## config.mk

```make
export PLATFORM = sky130hd
export DESIGN_NAME = sipo_deframer_flat
export DESIGN_NICKNAME = d
export VERILOG_FILES = /design/src/rtl/sipo_pkg.sv /design/src/rtl/sipo_deframer_if.sv /design/src/rtl/sipo_shift_core.sv /design/src/rtl/sipo_deframer.sv /design/src/flat_wrapper.sv
export SDC_FILE = /design/constraint.sdc
export NUM_CORES = 1
export LEC_CHECK = 0
export ABC_AREA = 1
export CORE_AREA = 2 2 39 41
export CTS_CLUSTER_SIZE = 40
export DETAILED_ROUTE_END_ITERATION = 10
export DIE_AREA = 0 0 41 43
export PLACE_DENSITY_LB_ADDON = 0.1
export SLEW_MARGIN = 5
export SYNTH_ARGS = -nofsm -noshare
export SYNTH_HDL_FRONTEND = slang
export SYNTH_SLANG_ARGS = --single-unit
```

## constraint.sdc

```tcl
create_clock -name clk -period 1.5 [get_ports clk]
set_clock_uncertainty 0.2 [all_clocks]
set_input_delay 0.3 -clock clk [delete_from_list [all_inputs] [get_ports clk]]
set_output_delay 0.3 -clock clk [all_outputs]
set_load 0.1 [all_outputs]
```

## src/rtl/sipo_pkg.sv

```systemverilog
// Shared definitions for the serial-to-parallel deframer: default word width,
// counter-width helper and the output-buffer state encoding.
package sipo_pkg;

    localparam int DEFAULT_WIDTH = 4;

    // Counter width for a WIDTH-bit word; never narrower than one bit.
    function automatic int cnt_width(input int width);
        return (width > 32'sd1) ? $clog2(width) : 32'sd1;
    endfunction

    localparam int DEFAULT_CNT_W = cnt_width(DEFAULT_WIDTH);

    typedef enum logic [0:0] {
        ST_EMPTY = 1'b0,
        ST_FULL  = 1'b1
    } buf_state_e;

endpackage

```

## src/rtl/sipo_deframer_if.sv

```systemverilog
// Serial input and valid/ready parallel output of the deframer.
// slave is the deframer side, master the producer/consumer side.
interface sipo_deframer_if
    import sipo_pkg::*;
#(
    parameter int WIDTH = DEFAULT_WIDTH,
    parameter int CNT_W = cnt_width(WIDTH)
);
    logic             sin;
    logic             sin_en;
    logic             frame_start;
    logic             dout_ready;
    logic [WIDTH-1:0] dout;
    logic             dout_valid;
    logic             overrun;
    logic [CNT_W-1:0] bit_cnt;

    modport master (
        output sin, sin_en, frame_start, dout_ready,
        input  dout, dout_valid, overrun, bit_cnt
    );

    modport slave (
        input  sin, sin_en, frame_start, dout_ready,
        output dout, dout_valid, overrun, bit_cnt
    );
endinterface

```

## src/rtl/sipo_shift_core.sv

```systemverilog
// Bit collector: LSB-first shift register, bit counter and frame_start
// realignment. word/word_done are combinational on the current serial bit.
module sipo_shift_core
    import sipo_pkg::*;
#(
    parameter int WIDTH = DEFAULT_WIDTH,
    parameter int CNT_W = cnt_width(WIDTH)
) (
    input  logic             clk,
    input  logic             clr,
    input  logic             sin,
    input  logic             sin_en,
    input  logic             frame_start,
    output logic [WIDTH-1:0] word,
    output logic             word_done,
    output logic [CNT_W-1:0] bit_cnt
);

    // sr[0] is never stored: the last bit of a word comes straight from sin.
    logic [WIDTH-1:1] sr_r;
    logic [WIDTH-1:1] sr_nxt_s;
    logic [CNT_W-1:0] cnt_r;
    logic [CNT_W-1:0] cnt_nxt_s;
    logic             last_bit_s;

    assign last_bit_s = (cnt_r == CNT_W'(WIDTH - 1));
    assign word       = {sin, sr_r};
    // A realigning bit starts a new word, so it never completes the old one.
    assign word_done  = sin_en && last_bit_s && !frame_start;
    assign bit_cnt    = cnt_r;

    // Next shift-register contents and bit count.
    always_comb begin
        sr_nxt_s  = sr_r;
        cnt_nxt_s = cnt_r;
        if (frame_start) begin
            if (sin_en) begin
                sr_nxt_s  = (WIDTH-1)'(sin) << (WIDTH - 2);
                cnt_nxt_s = CNT_W'(1);
            end else begin
                sr_nxt_s  = {(WIDTH-1){1'b0}};
                cnt_nxt_s = {CNT_W{1'b0}};
            end
        end else if (sin_en) begin
            sr_nxt_s  = word[WIDTH-1:1];
            cnt_nxt_s = last_bit_s ? {CNT_W{1'b0}} : (cnt_r + CNT_W'(1));
        end else begin
            sr_nxt_s  = sr_r;
            cnt_nxt_s = cnt_r;
        end
    end

    // Collector state registers.
    always_ff @(posedge clk) begin
        if (clr) begin
            sr_r  <= {(WIDTH-1){1'b0}};
            cnt_r <= {CNT_W{1'b0}};
        end else begin
            sr_r  <= sr_nxt_s;
            cnt_r <= cnt_nxt_s;
        end
    end

endmodule

```

## src/rtl/sipo_deframer.sv

```systemverilog
// Serial-to-parallel deframer: collector plus a one-entry output buffer
// that drops words on a stalled consumer and flags it with sticky overrun.
module sipo_deframer
    import sipo_pkg::*;
#(
    parameter int WIDTH = DEFAULT_WIDTH,
    parameter int CNT_W = cnt_width(WIDTH)
) (
    input logic             clk,
    input logic             clr,
    sipo_deframer_if.slave  bus
);

    logic [WIDTH-1:0] word_s;
    logic             word_done_s;
    logic [CNT_W-1:0] bit_cnt_s;

    buf_state_e       state_r;
    buf_state_e       state_nxt_s;
    logic [WIDTH-1:0] dout_r;
    logic [WIDTH-1:0] dout_nxt_s;
    logic             overrun_r;
    logic             overrun_nxt_s;

    sipo_shift_core #(
        .WIDTH (WIDTH),
        .CNT_W (CNT_W)
    ) u_core (
        .clk         (clk),
        .clr         (clr),
        .sin         (bus.sin),
        .sin_en      (bus.sin_en),
        .frame_start (bus.frame_start),
        .word        (word_s),
        .word_done   (word_done_s),
        .bit_cnt     (bit_cnt_s)
    );

    // Output-buffer next state, held word and overrun flag.
    always_comb begin
        state_nxt_s   = state_r;
        dout_nxt_s    = dout_r;
        overrun_nxt_s = overrun_r;
        case (state_r)
            ST_EMPTY: begin
                if (word_done_s) begin
                    dout_nxt_s  = word_s;
                    state_nxt_s = ST_FULL;
                end else begin
                    state_nxt_s = ST_EMPTY;
                end
            end
            ST_FULL: begin
                if (word_done_s) begin
                    if (bus.dout_ready) begin
                        dout_nxt_s = word_s;
                    end else begin
                        overrun_nxt_s = 1'b1;
                    end
                end else if (bus.dout_ready) begin
                    state_nxt_s = ST_EMPTY;
                end else begin
                    state_nxt_s = ST_FULL;
                end
            end
            default: begin
                state_nxt_s = ST_EMPTY;
            end
        endcase
    end

    // Output-buffer registers.
    always_ff @(posedge clk) begin
        if (clr) begin
            state_r   <= ST_EMPTY;
            dout_r    <= {WIDTH{1'b0}};
            overrun_r <= 1'b0;
        end else begin
            state_r   <= state_nxt_s;
            dout_r    <= dout_nxt_s;
            overrun_r <= overrun_nxt_s;
        end
    end

    assign bus.dout       = dout_r;
    assign bus.dout_valid = (state_r == ST_FULL);
    assign bus.overrun    = overrun_r;
    assign bus.bit_cnt    = bit_cnt_s;

endmodule
```

## src/flat_wrapper.sv

```systemverilog
// flat-port wrapper written by rule: the top's interface ports become plain ports
module sipo_deframer_flat import sipo_pkg::*;
#(
    parameter int WIDTH = DEFAULT_WIDTH,
    parameter int CNT_W = cnt_width(WIDTH)
)
  (clk, clr, bus_sin, bus_sin_en, bus_frame_start, bus_dout_ready, bus_dout, bus_dout_valid, bus_overrun, bus_bit_cnt);
  sipo_deframer_if #(.WIDTH(WIDTH), .CNT_W(CNT_W)) bus_i ();
  input logic clk;
  input logic clr;
  input wire logic [$bits(bus_i.sin)-1:0] bus_sin;
  input wire logic [$bits(bus_i.sin_en)-1:0] bus_sin_en;
  input wire logic [$bits(bus_i.frame_start)-1:0] bus_frame_start;
  input wire logic [$bits(bus_i.dout_ready)-1:0] bus_dout_ready;
  output wire logic [$bits(bus_i.dout)-1:0] bus_dout;
  output wire logic [$bits(bus_i.dout_valid)-1:0] bus_dout_valid;
  output wire logic [$bits(bus_i.overrun)-1:0] bus_overrun;
  output wire logic [$bits(bus_i.bit_cnt)-1:0] bus_bit_cnt;
  assign bus_i.sin = bus_sin;
  assign bus_i.sin_en = bus_sin_en;
  assign bus_i.frame_start = bus_frame_start;
  assign bus_i.dout_ready = bus_dout_ready;
  assign bus_dout = bus_i.dout;
  assign bus_dout_valid = bus_i.dout_valid;
  assign bus_overrun = bus_i.overrun;
  assign bus_bit_cnt = bus_i.bit_cnt;
  sipo_deframer #(.WIDTH(WIDTH), .CNT_W(CNT_W)) u_core (.clk(clk), .clr(clr), .bus(bus_i));
endmodule
```

# ---- Word-level counts from Yosys, hierarchy flattened
# Index checks and enable logic that the tools add are counted.
# Widths: inputs -> output; s select.
dict set report word_totals {
  ff_bits 11
  latch_bits 0
  ramBits 0
  mem_bits_ro 0
  out_inout_bits 8
  elab_cells 33
  memories 0
}
dict set report classes {
  add_sub_neg 1
  n_mul 0
  n_div 0
  n_lt_le_gt_ge 0
  n_eq_ne 4
  n_shift 0
  muxes 15
  bitwise_logic 2
  reduce_logical 6
}
# operator n
set ops {}
lappend ops {{$mux 4} 3}
lappend ops {{$mux 3} 3}
lappend ops {{$pmux 4 s2} 1}
lappend ops {{$mux 2} 3}
lappend ops {{$ne 2x2->1 const B} 3}
lappend ops {{$reduce_and 3->1} 2}
lappend ops {{$mux 1} 4}
lappend ops {{$add 2x1->2 const B} 1}
lappend ops {{$eq 2x2->1 const B} 1}
lappend ops {{$logic_and 1x1->1} 2}
lappend ops {{$not 1->1} 2}
lappend ops {{$pmux 1 s2} 1}
lappend ops {{$reduce_bool 2->1} 1}
lappend ops {{$logic_not 1->1} 1}

# ---- Depth between registers and ports, before layout
# Gate-level depths: netlist (run 1).
dict set report logic_depth {
  depth_word 5
  depth_mapped 6
  depth_no_buf 6
}

# ---- By module
# A second synthesis (run 1) with hierarchy kept.
dict set report unflattened {
  cells_unflattened 68
  area_unflattened_um2 490.5
}
# mod instances cells_per_inst area_per_inst_um2
set modules_own_cells {}
lappend modules_own_cells {sipo_deframer 1 35 249.0}
lappend modules_own_cells {sipo_shift_core 1 33 241.5}

# ---- Worst setup path after synthesis (run 1)
# OpenSTA, ideal clock, no wires.
dict set report synth_path {
  path_type {register to register}
  startpoint {register u_core.u_core.cnt_r[0], in the netlist u_core.u_core.bit_cnt[0]}
  endpoint {register u_core.dout_r[0], in the netlist u_core.bus.dout[0]}
  setup_time_ns 0.117
  t_arrival_ns 1.638
  required_ns 1.183
  path_slack_ns -0.454
  stages_incl_launch_ff 7
  path_buffers 0
  synth_period_minus_slack_ns 1.954
  path_cell_list {dfxtp_1 -> ha_1 -> nand2_1 -> nor2_2 -> nand3_1 -> nand2_1 -> nor2_1}
}
dict set report synth_between {
  elab_chain_len 5
}
# element line
set synth_lines {}
lappend synth_lines {{start: declaration} sipo_shift_core.sv:22} ;# logic [CNT_W-1:0] cnt_r;
lappend synth_lines {{start signal: assignment} sipo_shift_core.sv:57} ;# cnt_r <= {CNT_W{1'b0}};
lappend synth_lines {{start signal: assignment} sipo_shift_core.sv:60} ;# cnt_r <= cnt_nxt_s;
lappend synth_lines {{$eq 2x2->1 *} sipo_shift_core.sv:26} ;# assign last_bit_s = (cnt_r == CNT_W'(WIDTH - 1));
lappend synth_lines {{$logic_and 1x1->1 * (2 in a row)} sipo_shift_core.sv:29} ;# assign word_done = sin_en && last_bit_s && !frame_start;
lappend synth_lines {{$ne 2x2->1 (no line)} -}
lappend synth_lines {{$reduce_and 3->1 (no line) *} -}
lappend synth_lines {{end signal: assignment} sipo_deframer.sv:76} ;# dout_r <= {WIDTH{1'b0}};
lappend synth_lines {{end signal: assignment} sipo_deframer.sv:80} ;# dout_r <= dout_nxt_s;
lappend synth_lines {{end: declaration} sipo_deframer.sv:20} ;# logic [WIDTH-1:0] dout_r;
# Every way passes the cells marked *; elsewhere a longest branch is shown, timed or not.
# A chain may end at the register's enable or synchronous reset.

# ---- Worst setup path after layout (run 1)
dict set report layout_path {
  startpoint {input port bus_sin_en}
  endpoint {register u_core.dout_r[1], in the netlist u_core.bus.dout[1]}
}
dict set report layout_between {
  elab_chain_len 4
}
# element line
set layout_lines {}
lappend layout_lines {{start: declaration} flat_wrapper.sv:12} ;# input wire logic [$bits(bus_i.sin_en)-1:0] bus_sin_en;
lappend layout_lines {{$logic_and 1x1->1 * (2 in a row)} sipo_shift_core.sv:29}
lappend layout_lines {{$ne 2x2->1 (no line)} -}
lappend layout_lines {{$reduce_and 3->1 (no line) *} -}
# Marked as above.

==> summary.txt, run 1 <==
Outcome
  • Run status: completed

Clocking
  • Setup Buffers After CTS: 0
  • Hold-fix buffer count after cts: 0
  • Clk slew on worst S/H paths: 0.07 ns
  • H-tree level count: 1
  • CTS tree: done
  • Maximum clock path buffer count: 2
  • Root Buffer: clkbuf_4
  • Post-CTS Resized: 0
  • Skew-Pair Late Insertion Delay: 0.27 ns
  • Clock sink total: 11
  • Num CTS Buffers: 3

STA
  • Worst Max-Slew Pin Slew: between 0.2 and 0.3 ns
  • Final critical-path required period: between 1 and 1.5 ns
  • Final hold slack: 0.2620 ns
  • Final worst slack: 0.1414 ns
  • Fin. max-slew vios: 0
  • Peak Freq: 0.7361 GHz
  • Final hold vios: 0
  • Setup Viol. Count Final: 0
  • Period utilisation layout: 90.57%
  • Unrepaired setup endpoints after global routing: no
  • Relative slew slack: 82.28%

Final layout
  • Multi-input logic area: 200.2 µm²
  • Nets: 93
  • Fin cells: 101
  • Share of cells above drive strength 1: 24.71%
  • Leading cell type in the layout, fill and taps excluded: nand2_1
  • FILL cells: 138
  • Commonest non-fill, non-tap cells in the layout: 14 x nand2_1, 13 x nor2_1, 9 x inv_1, 8 x buf_12, 8 x dfxtp_1
  • Register area: approximately 230 µm²
  • ANT cells: 0
  • Layout area overhead: 65.01%

Power
  • PD cells: 782.4 nW/µm²
  • Worst IR drop on VDD: 0.4181 mV
  • Comb power frac: between 10% and 20%
  • Switching share of power: 25.77%
  • NetSw: about 150 µW
  • Part of the power in registers: 51.3%
  • Cell Int Power: 435.2 µW
  • P_leak: 0.0003151 µW
  • Clock network power share: 34.5%

Floorplan
  • Core box area: ~1400 µm²
  • # rows: 14
  • Die Area: around 1800 µm²
  • Initial Util: 32.82%
  • Chip Width: 41 µm
  • Die height: approximately 43 µm
  • IO Pins: 14

Logic synthesis
  • Sequential area share after synthesis: 48.48%
  • Mapped Area: 454.2 µm²
  • Synth Instances: 64
  • FF+latch count, synth: 11
  • Mean post-synth cell area: roughly 7.1 µm²
  • Yosys cell types: 10
  • Synthesis Warnings: 0
  • Synthesized Nets: 71

GRT
  • First-pass GRT wire length: 1628 µm
  • Largest net degree at the start of global routing: 7
  • Number of global-route vias before repair: about 420
  • GRT overflow: 0
  • Total GRT Usage: 14.07%
  • Initial antenna violation count: 0

Route
  • Vias/cell: 4.653
  • Final ANT Viol Nets: 0
  • Remaining routing DRC violations: 0
  • Initial DRT Pass Iterations: 4
  • DR vias: 470
  • First-iteration detailed-routing DRC count: 9
  • WL/cell: approximately 9.3 µm
  • DRT Wirelength: 941 µm

Run
  • Max_cap viols: 0

Critical path
  • Worst setup EP type: flop
  • Setup crit start kind: input pin
  • Kind of critical path: in -> reg
  • CP Max Fanout: 5
  • CP arrival: 1.33 ns
  • WP data required: around 1.5 ns

Place
  • Dpl cells: 97
  • Post-DP HPWL: 751.4 µm
  • IO buf count: 13
  • GPL Wtd Cong: 0.7984
  • Place WS: -0.1259 ns

Min path
  • HP Class: reg -> reg
registers in the layout (all words and copies together), names as in the netlist:
name and cells:
u_core.u_core.sr_r 3, u_core.u_core.bit_cnt 2, u_core.bus.overrun 1, u_core.bus.dout 4, u_core.bus.dout_valid 1
Yosys cell counts, drive strengths merged:
cell type  instances  area share, %
a21oi              6            6.6
a22oi              1            1.7
dfxtp             11             48
ha                 1            2.8
inv                9            7.4
nand2             14             12
nand3              6            6.6
nor2              15             13
or2                1            1.4
metrics by stage:
| stage | instance area [µm²] | setup TNS [ns] | total power (µW) | util (%) |
|---|---|---|---|---|
| 2_1_floorplan | 462.9 | 0 | 347.1 | - |
| 5_1_grt | 749.5 | 0 | 621.0 | 54.16 |
| 4_1_cts | 749.5 | 0 | 595.2 | 54.16 |
| 3_5_place_dp | 723.2 | -0.7928 | 390.7 | 52.26 |
| 6_report | 749.5 | 0 | 586.4 | 54.16 |
| 3_3_place_gp | 723.2 | -0.5522 | 390.3 | 52.26 |
layout make-up:
cell class,instances,area share [%]
Inverter,9,4.508
Timing Repair Buffer,17,32.05
Clock buffer,4,3.506
Multi-Input combinational cell,44,26.71
Tap cell,16,2.671
Sequential cell,11,30.55
power groups by stage:
stage	clock [µW]	sequential [µW]	combinational (µW)
2_1_floorplan	0	328	19.5
3_3_place_gp	0	307	82.9
3_5_place_dp	0	307	83.2
4_1_cts	211	301	83.6
5_1_grt	230	301	89.3
6_report	202	301	83.4
cells by family (layout without fill, tap and decap cells):
group                      after synthesis  count (layout)  share of synthesized area [%]
and+or+nand+nor                         36              36                          33.06
buffers and inverters                    9              30                          7.437
AOI/OAI and AO/OA                        7               7                          8.265
adders and majority gates                1               1                          2.754
DFF                                     11              11                          48.48
worst max-delay path: stages:
cell and delay [ns]:
clkdlybuf4s50_1 0.56, nand2_1 0.09, nor2_2 0.17, nand3_1 0.10
nand2_1 0.08, nor2_1 0.04
layer usage:
layer  up-vias  global-route usage (%)  wire length, µm
met3         4                   4.712               49
met2        13                   18.44              452
met1       211                   17.49              417
met5         -                       0                0
li1        242                       -                -
met4         0                   12.00               21
worst paths after layout:
path                       startpoint  depth (start not counted)                    end  slack (ns)
max                        bus_sin_en                          6     u_core.bus.dout[1]        0.14
max reg2reg  u_core.u_core.bit_cnt[0]                          6     u_core.bus.dout[1]        0.17
min reg2reg     u_core.u_core.sr_r[1]                          2  u_core.u_core.sr_r[1]        0.26
min             u_core.u_core.sr_r[1]                          2  u_core.u_core.sr_r[1]        0.26
Power figures use the tool's default switching activity.
==> inputs of run 2 (changes only) <==
SKIP_LAST_GASP = 1   (was unset)
==> results of run 2 <==
No change in the layout: final DEF, timing and power equal those of run 1.
